**config.mk**
```make
export PLATFORM = sky130hd
export DESIGN_NAME = regfile_write_queue_decoder
export DESIGN_NICKNAME = d
export VERILOG_FILES = /design/src/rtl/regfile_write_queue_decoder.sv
export SDC_FILE = /design/constraint.sdc
export NUM_CORES = 1
export LEC_CHECK = 0
export BUFFER_PORTS_ARGS = -buffer_cell sky130_fd_sc_hd__buf_4
export CAP_MARGIN = 0
export CORE_UTILIZATION = 45
export CTS_BUF_LIST = sky130_fd_sc_hd__clkbuf_2
export DETAILED_ROUTE_END_ITERATION = 12
export GPL_ROUTABILITY_DRIVEN = 0
export HOLD_SLACK_MARGIN = 0.08
export PLACE_DENSITY = 0.65
export SYNTH_ARGS = -nofsm -noshare
export SYNTH_HDL_FRONTEND = slang
export SYNTH_SLANG_ARGS = --single-unit
```
**constraint.sdc**
```tcl
create_clock -name clock -period 3.3 [get_ports clock]
set_clock_uncertainty 0.05 [all_clocks]
set_input_delay 0.33 -clock clock [delete_from_list [all_inputs] [get_ports clock]]
set_output_delay 0.33 -clock clock [all_outputs]
set_load 0.1 [all_outputs]
```
**src/rtl/regfile_write_queue_decoder.sv**
```systemverilog
// Register-file write queue: buffers (select, data) write requests in a small FIFO and
// drives one-hot write enables into the register array, plus a per-register pending mask.
module regfile_write_queue_decoder #(
  parameter int SEL_WIDTH   = 5,
  parameter int DATA_WIDTH  = 64,
  parameter int DEPTH       = 4,
  parameter int ZERO_REG_RO = 1,
  localparam int NUM_REGS   = 2 ** SEL_WIDTH,
  localparam int CNT_W      = $clog2(DEPTH) + 1
) (
  input  logic                  clock,
  input  logic                  reset,
  input  logic                  flush,
  input  logic                  in_valid,
  output logic                  in_ready,
  input  logic [SEL_WIDTH-1:0]  in_sel,
  input  logic [DATA_WIDTH-1:0] in_data,
  input  logic                  out_ready,
  output logic                  out_valid,
  output logic [SEL_WIDTH-1:0]  out_sel,
  output logic [DATA_WIDTH-1:0] out_data,
  output logic [NUM_REGS-1:0]   out_wen,
  output logic [NUM_REGS-1:0]   pending,
  output logic [CNT_W-1:0]      count
);

  localparam int PTR_W     = $clog2(DEPTH);
  localparam bit DROP_ZERO = (ZERO_REG_RO != 0);

  logic [SEL_WIDTH-1:0]  sel_mem  [DEPTH];
  logic [DATA_WIDTH-1:0] data_mem [DEPTH];
  logic [PTR_W-1:0]      wr_ptr;
  logic [PTR_W-1:0]      rd_ptr;

  logic push;
  logic store;
  logic pop;

  // Handshake: a transfer happens on an edge where valid && ready are both high; valid and
  // payload hold until that edge. in_ready ignores out_ready, so a full queue never accepts.
  assign in_ready  = (count != CNT_W'(DEPTH)) && !flush;
  assign push      = in_valid && in_ready;
  assign store     = push && !(DROP_ZERO && (in_sel == '0));
  assign out_valid = (count != '0);
  assign pop       = out_valid && out_ready;

  assign out_sel  = sel_mem[rd_ptr];
  assign out_data = data_mem[rd_ptr];
  assign out_wen  = pop ? (NUM_REGS'(1) << out_sel) : '0;

  always_ff @(posedge clock or posedge reset) begin
    if (reset) begin
      wr_ptr <= '0;
      rd_ptr <= '0;
      count  <= '0;
    end else if (flush) begin
      wr_ptr <= '0;
      rd_ptr <= '0;
      count  <= '0;
    end else begin
      if (store) wr_ptr <= wr_ptr + 1'b1;
      if (pop)   rd_ptr <= rd_ptr + 1'b1;
      if (store && !pop)      count <= count + 1'b1;
      else if (pop && !store) count <= count - 1'b1;
    end
  end

  // Storage carries no reset; occupancy is defined purely by the pointers and count.
  always_ff @(posedge clock) begin
    if (store) begin
      sel_mem[wr_ptr]  <= in_sel;
      data_mem[wr_ptr] <= in_data;
    end
  end

  // An entry is live when its distance from the read pointer is below the occupancy.
  always_comb begin
    pending = '0;
    for (int i = 0; i < DEPTH; i++) begin
      logic [PTR_W-1:0] offset;
      offset = PTR_W'(i) - rd_ptr;
      if (CNT_W'(offset) < count) pending[sel_mem[i]] = 1'b1;
    end
  end

endmodule

```
==> flow_summary.ini, run 1 <==
[die]
chipWidth_um = 165
rows = 59
die_area_um2 = 27200
coreArea_um2 = 26100
initial_utilization_pct = 45.8
die_y_um = 165
ios = 212

[cts]
cts.reportedPaths.clkPinSlew_ns = 0.11
clock_sinks = 283
root_buffer = clkbuf_2
htreeDepth = 3
cts_tree = done
ctsLongestPathBuffers = 3
clock_insertion_delay_worst_skew_ns = 0.76
cts_buffers = 70

[route]
wire_per_inst_um = 19.9
viasPerCell = 5.54
detail-route-antenna-nets = 0
routed-via-count = 7840
routed_wirelength_um = 28100
drc = 0
dr.pass1.iters = 6
first_iter_violations = 745

[sta]
finalSetupViolCount = 1
layout_worst_path_cycle_share_pct = 100
final.setup.tns_ns = -0.00344
finalMaxSlewViolations = 0
final_hold_viol_count = 0
setup_slack_ns = -0.00344
max_freq_ghz = 0.303
min_period_ns = 3.30
tightestPinTransition_ns = 0.712
rsz0062_at_grt = yes
max_slew_margin_pct = 52.5

[yosys]
synth-seq-area-share_pct = 70.9
synth_area_per_cell_um2 = 17.9
synth_warnings = 0
ys_ff_latch = 283
ys_types = 52
synth_edf_count = 276
synth_fp_nets = 749
synth_cells = 666
netlist_area_um2 = 11900
synth_ff_type = edfxtp_1
async_flop_share_pct = 2.47

[power]
power.density_nw_per_um2 = 735
power.total_mw = 11.9
p_leak_nw = 5.78
ir_drop_mv = 0.543

[worst_setup_path]
startpoint_type = flip-flop
cp_data_arrival_time_ns = 2.92
timing.rr.start = count[0]$_DFFE_PP0P_
cp_slowest_cell = dfrtp_4
required_ns = 2.92
r2r-end = data_mem[1][31]$_DFFE_PP_
criticalPathCategory = reg -> out
endpoint_kind = primary output
crit_chain = clkinvlp_4 -> ha_4 -> a21boi_2 -> o21ai_1 -> buf_4 -> nand2_4 -> buf_6 -> buf_6 -> o22ai_2 -> a221o_1 -> buf_12
reg2reg_slack_ns = 0.96
crit_top_cell = buf_6
cp_num_buf_inv = 5
path_delay_family = buffers and inverters
reg2reg_depth = 4
critical_path_peak_fanout = 5
slowest_delay_ns = 0.45

[placed_design]
portBuffers = 211
hpwlAfterDp_um = 17000
dpl_cell_area_um2 = 14100
dp.cells = 1196

[flow_run]
maxCapViolations = 0

[min_path]
hp-start = in_data[23]
hold_end = data_mem[3][23]$_DFFE_PP_
min_path_cells = 2
hp-class = in -> reg

[global_routing]
grt_pass1_vias = 7974
grt-ovfl-total = 0
grt_use_total_pct = 20.8
grt_pass1_wl_um = 42400
grt_max_degree = 70
antenna_found_initial = 1

[final_layout]
mostFrequentLayoutCell = edfxtp_1
final_nets = 1115
multi_input_area_um2 = 3560
syn_to_final_growth_pct = 36.0
fill_cells = 1942
stdcell_area_um2 = 16200
drive_above_1_share_pct = 47.0
regArea_um2 = 8470
stdcell_count = 1415
mostFrequentLayoutCells = edfxtp_1, buf_4, clkbuf_2
final_core_util_pct = 62.3

[status]
outcome = finished, violations left
violations = negative setup slack
## cell usage after synthesis, types with 3 or more instances
master    instances  area [um2]
nand3b_1          7        52.6
dfrtp_1           7         175
nor3_1           15        75.1
xnor2_1           3        26.3
mux4_2           70        1580
nand2_1          29         109
clkbuf_1         16        60.1
inv_1            14        52.6
and3_1            8        50.1
a21oi_1           3        15.0
o221ai_1          5        43.8
nor2b_1           6        37.5
buf_2            15        75.1
o22ai_1          23         144
nor2_1           59         221
o211ai_1          7        52.6
nand3_1           8        40.0
edfxtp_1        276        8290
a211o_1           6        52.6
a221o_1          18         180
ha_1              8         100
and2_1            4        25.0
nand2b_1         13        81.3
a22oi_1           6        45.0
and3b_1           5        43.8
## registers in the layout (all words and copies together) (netlist names)
name	cells
data_mem	256
wr_ptr	2
sel_mem	20
rd_ptr	2
count	3
## report_power, final
part           switching (mW)  internal [mW]  leakage, nW  total (mW)
combinational            3.83           1.51         2.71        5.34
clock                    1.31          0.960        0.475        2.27
sequential              0.123           4.20         2.59        4.33
## cell families (layout without fill, tap and decap cells)
logic type	Yosys count	in the layout	share of synthesized area, %
and+or+nand+nor	168	168	7.15
muxes	71	71	13.3
adders and majority gates	9	9	1.01
DFF	283	283	70.9
buffers and inverters	48	461	1.79
AOI/OAI and AO/OA	84	84	5.61
other	0	1	0
xor gates and xnor gates	3	3	0.220
## through the flow
stage / hold WS (ns) / setup WS, ns
after floorplan: 0.0834 / -0.282
after global placement: 0.251 / 0.452
after detailed placement: 0.260 / 0.436
after CTS: 0.125 / -0.101
after global routing: 0.154 / -0.155
final: 0.240 / -0.00344
## cell type report
class                   count  share of cell area, %
flip-flops and latches    283                   52.2
multi-input cells         335                   21.9
repair buffers            328                   19.0
clock buffers              99                   3.05
well taps                 335                   2.58
clock inverters            20                  0.848
inverters                  14                  0.362
diodes                      1                 0.0154
## worst max-delay path by stage
stage / end / cells past startpoint / slack (ns) / startpoint
after detailed placement: pending[22] / 7 / 0.44 / rd_ptr[1]$_DFFE_PP0P_
after global placement: pending[22] / 7 / 0.45 / rd_ptr[1]$_DFFE_PP0P_
after global routing: pending[8] / 9 / -0.16 / count[1]$_DFFE_PP0P_
after floorplan: pending[20] / 8 / -0.28 / rd_ptr[0]$_DFFE_PP0P_
after CTS: pending[11] / 8 / -0.10 / rd_ptr[0]$_DFFE_PP0P_
final: pending[26] / 11 / -0.003 / count[1]$_DFFE_PP0P_
## repair_timing
item,4_1_cts,5_1_grt
hold buffers,75,0
gates resized for setup,88,54
endpoints found under the setup margin,128,61
setup buffers,21,3
pin swaps,15,8
endpoints found under the hold margin,290,0
## routing by layer
metal  global-route usage [%]  up-vias  wire length, um
li1                         -     3502                -
met1                     24.2     3810            10600
met2                     35.4      428            14100
met3                     7.03      100             2660
met4                     7.84        0              817
met5                        0        -                0
(Power assumes the default switching activity.)
==> run 2: changes to the inputs <==
==> constraint.sdc (replaced) <==
create_clock -name clock -period 4.3 [get_ports clock]
set_clock_uncertainty 0.05 [all_clocks]
set_input_delay 0.43 -clock clock [delete_from_list [all_inputs] [get_ports clock]]
set_output_delay 0.43 -clock clock [all_outputs]
set_load 0.1 [all_outputs]
==> flow_summary.ini, run 2 (synthesis gave the netlist of run 1 again) <==
[status]
outcome = finished clean

[final_layout]
drive_above_1_share_pct = 39.2
final_core_util_pct = 58.7
mostFrequentLayoutCell = edfxtp_1
reg.largest.list = data_mem (256), sel_mem (20), count (3)
regMostFlops = data_mem
stdcell_area_um2 = 15300
largest_register_ff_count = 256
mostFrequentLayoutCells = edfxtp_1, buf_4, clkbuf_2
final_nets = 1086
syn_to_final_growth_pct = 28.2
stdcell_count = 1388

[sta]
max_freq_ghz = 0.252
finalSetupViolCount = 0
finalMaxSlewViolations = 0
final.setup.tns_ns = 0
min_period_ns = 3.97
layout_worst_path_cycle_share_pct = 92.3
rsz0062_at_grt = no
tightestPinTransition_ns = 0.828
final_hold_viol_count = 0
setup_slack_ns = 0.332
max_slew_margin_pct = 44.5

[worst_setup_path]
cp_slowest_cell = dfrtp_4
startpoint_type = flip-flop
cp_data_arrival_time_ns = 3.49
r2r-end = data_mem[2][32]$_DFFE_PP_
slowest_delay_ns = 0.68
critical_path_peak_fanout = 19
reg2reg_slack_ns = 1.76
timing.rr.start = count[0]$_DFFE_PP0P_
crit_chain = inv_1 -> ha_1 -> a21boi_0 -> o21ai_1 -> nand2_1 -> o32ai_1 -> a221o_1 -> buf_4
endpoint_kind = primary output
criticalPathCategory = reg -> out
reg2reg_depth = 4
required_ns = 3.82

[flow_run]
maxCapViolations = 0

[route]
routed_wirelength_um = 27600
routed-via-count = 7615
dr.pass1.iters = 5
drc = 0
wire_per_inst_um = 19.9
detail-route-antenna-nets = 0
first_iter_violations = 739
viasPerCell = 5.49

[min_path]
hold_end = sel_mem[0][1]$_DFFE_PP_
hp-start = in_valid
min_path_cells = 4
hp-class = in -> reg

[global_routing]
grt_max_degree = 69
grt-ovfl-total = 0
grt_use_total_pct = 20.6
grt_pass1_vias = 7823
grt_pass1_wl_um = 42000
antenna_found_initial = 2

[power]
ir_drop_mv = 0.349
p_leak_nw = 5.50
power.density_nw_per_um2 = 574

[cts]
ctsLongestPathBuffers = 3
root_buffer = clkbuf_2
cts-resized-gates = 0
cts_buffers = 73
htreeDepth = 3
cts.reportedPaths.clkPinSlew_ns = 0.09
clock_insertion_delay_worst_skew_ns = 0.75
clock_sinks = 283
cts_tree = done

[placed_design]
dpl_cell_area_um2 = 13900
hpwlAfterDp_um = 17000
post-place-ws_ns = 0.991
portBuffers = 211
dp.cells = 1188

[die]
initial_utilization_pct = 45.8
ios = 212
die_y_um = 165
rows = 59
die_area_um2 = 27200
coreArea_um2 = 26100
chipWidth_um = 165
[run 2: cell types whose count changed in the layout (fill, tap and decap cells not counted), moves of 5 or more]
cell | previous run | this run
buf_6 | 43 | 0
buf_4 | 185 | 220
nor2_1 | 37 | 59
nor2_2 | 21 | 0
buf_12 | 17 | 1
clkinv_1 | 12 | 22
buf_8 | 8 | 0
o221ai_1 | 0 | 5
[run 2: what timing repair did]
action                                  CTS  global route
buffers inserted                          0             1
endpoints found under the setup margin    0             7
hold endpoints to repair                290             0
hold buffers                             74             0
[run 2: stage by stage]
stage | hold WS (ns) | power, mW
2_1_floorplan | 0.183 | 6.28
3_3_place_gp | 0.363 | 7.02
3_5_place_dp | 0.359 | 7.03
4_1_cts | 0.153 | 8.86
5_1_grt | 0.200 | 9.15
6_report | 0.259 | 8.78
[run 2: power breakdown]
group | leakage (nW) | switching [mW] | total, mW | internal (mW)
Sequential | 2.59 | 0.101 | 3.33 | 3.23
Combinational | 2.43 | 2.79 | 3.70 | 0.911
Clock | 0.474 | 1.03 | 1.75 | 0.724
[run 2: final cells by class]
cell class / instances / area [um2]
fillers: 2046 / 10800
flip-flops and latches: 283 / 8470
multi-input cells: 335 / 3280
repair buffers: 296 / 2440
clock buffers: 95 / 475
well taps: 335 / 419
clock inverters: 29 / 168
inverters: 14 / 52.6
diodes: 1 / 2.50
[run 2: metal layers]
metal	track usage, %	vias to the layer above	wire length, um
li1	-	3442	-
met1	24.9	3711	11000
met2	33.0	379	13000
met3	7.99	81	2890
met4	8.51	2	737
met5	0	-	10
[run 2: worst max-delay path by stage]
stage	slack, ns	cells after the start	end	start
after floorplan	0.005	7	pending[14]	count[1]$_DFFE_PP0P_
after global placement	1.0	8	pending[19]	rd_ptr[1]$_DFFE_PP0P_
after detailed placement	0.99	8	pending[19]	rd_ptr[1]$_DFFE_PP0P_
after CTS	0.1	8	pending[19]	rd_ptr[1]$_DFFE_PP0P_
after global routing	0.03	8	pending[23]	rd_ptr[1]$_DFFE_PP0P_
final	0.33	8	pending[23]	rd_ptr[1]$_DFFE_PP0P_
[run 2: worst max-delay path: cells and delay by family (launching register included)]
kind,cells,cell delay (ns)
compound gates,4,0.95
flops,1,0.68
buf+inv,2,0.43
simple gates,1,0.37
fa+ha+maj,1,0.31
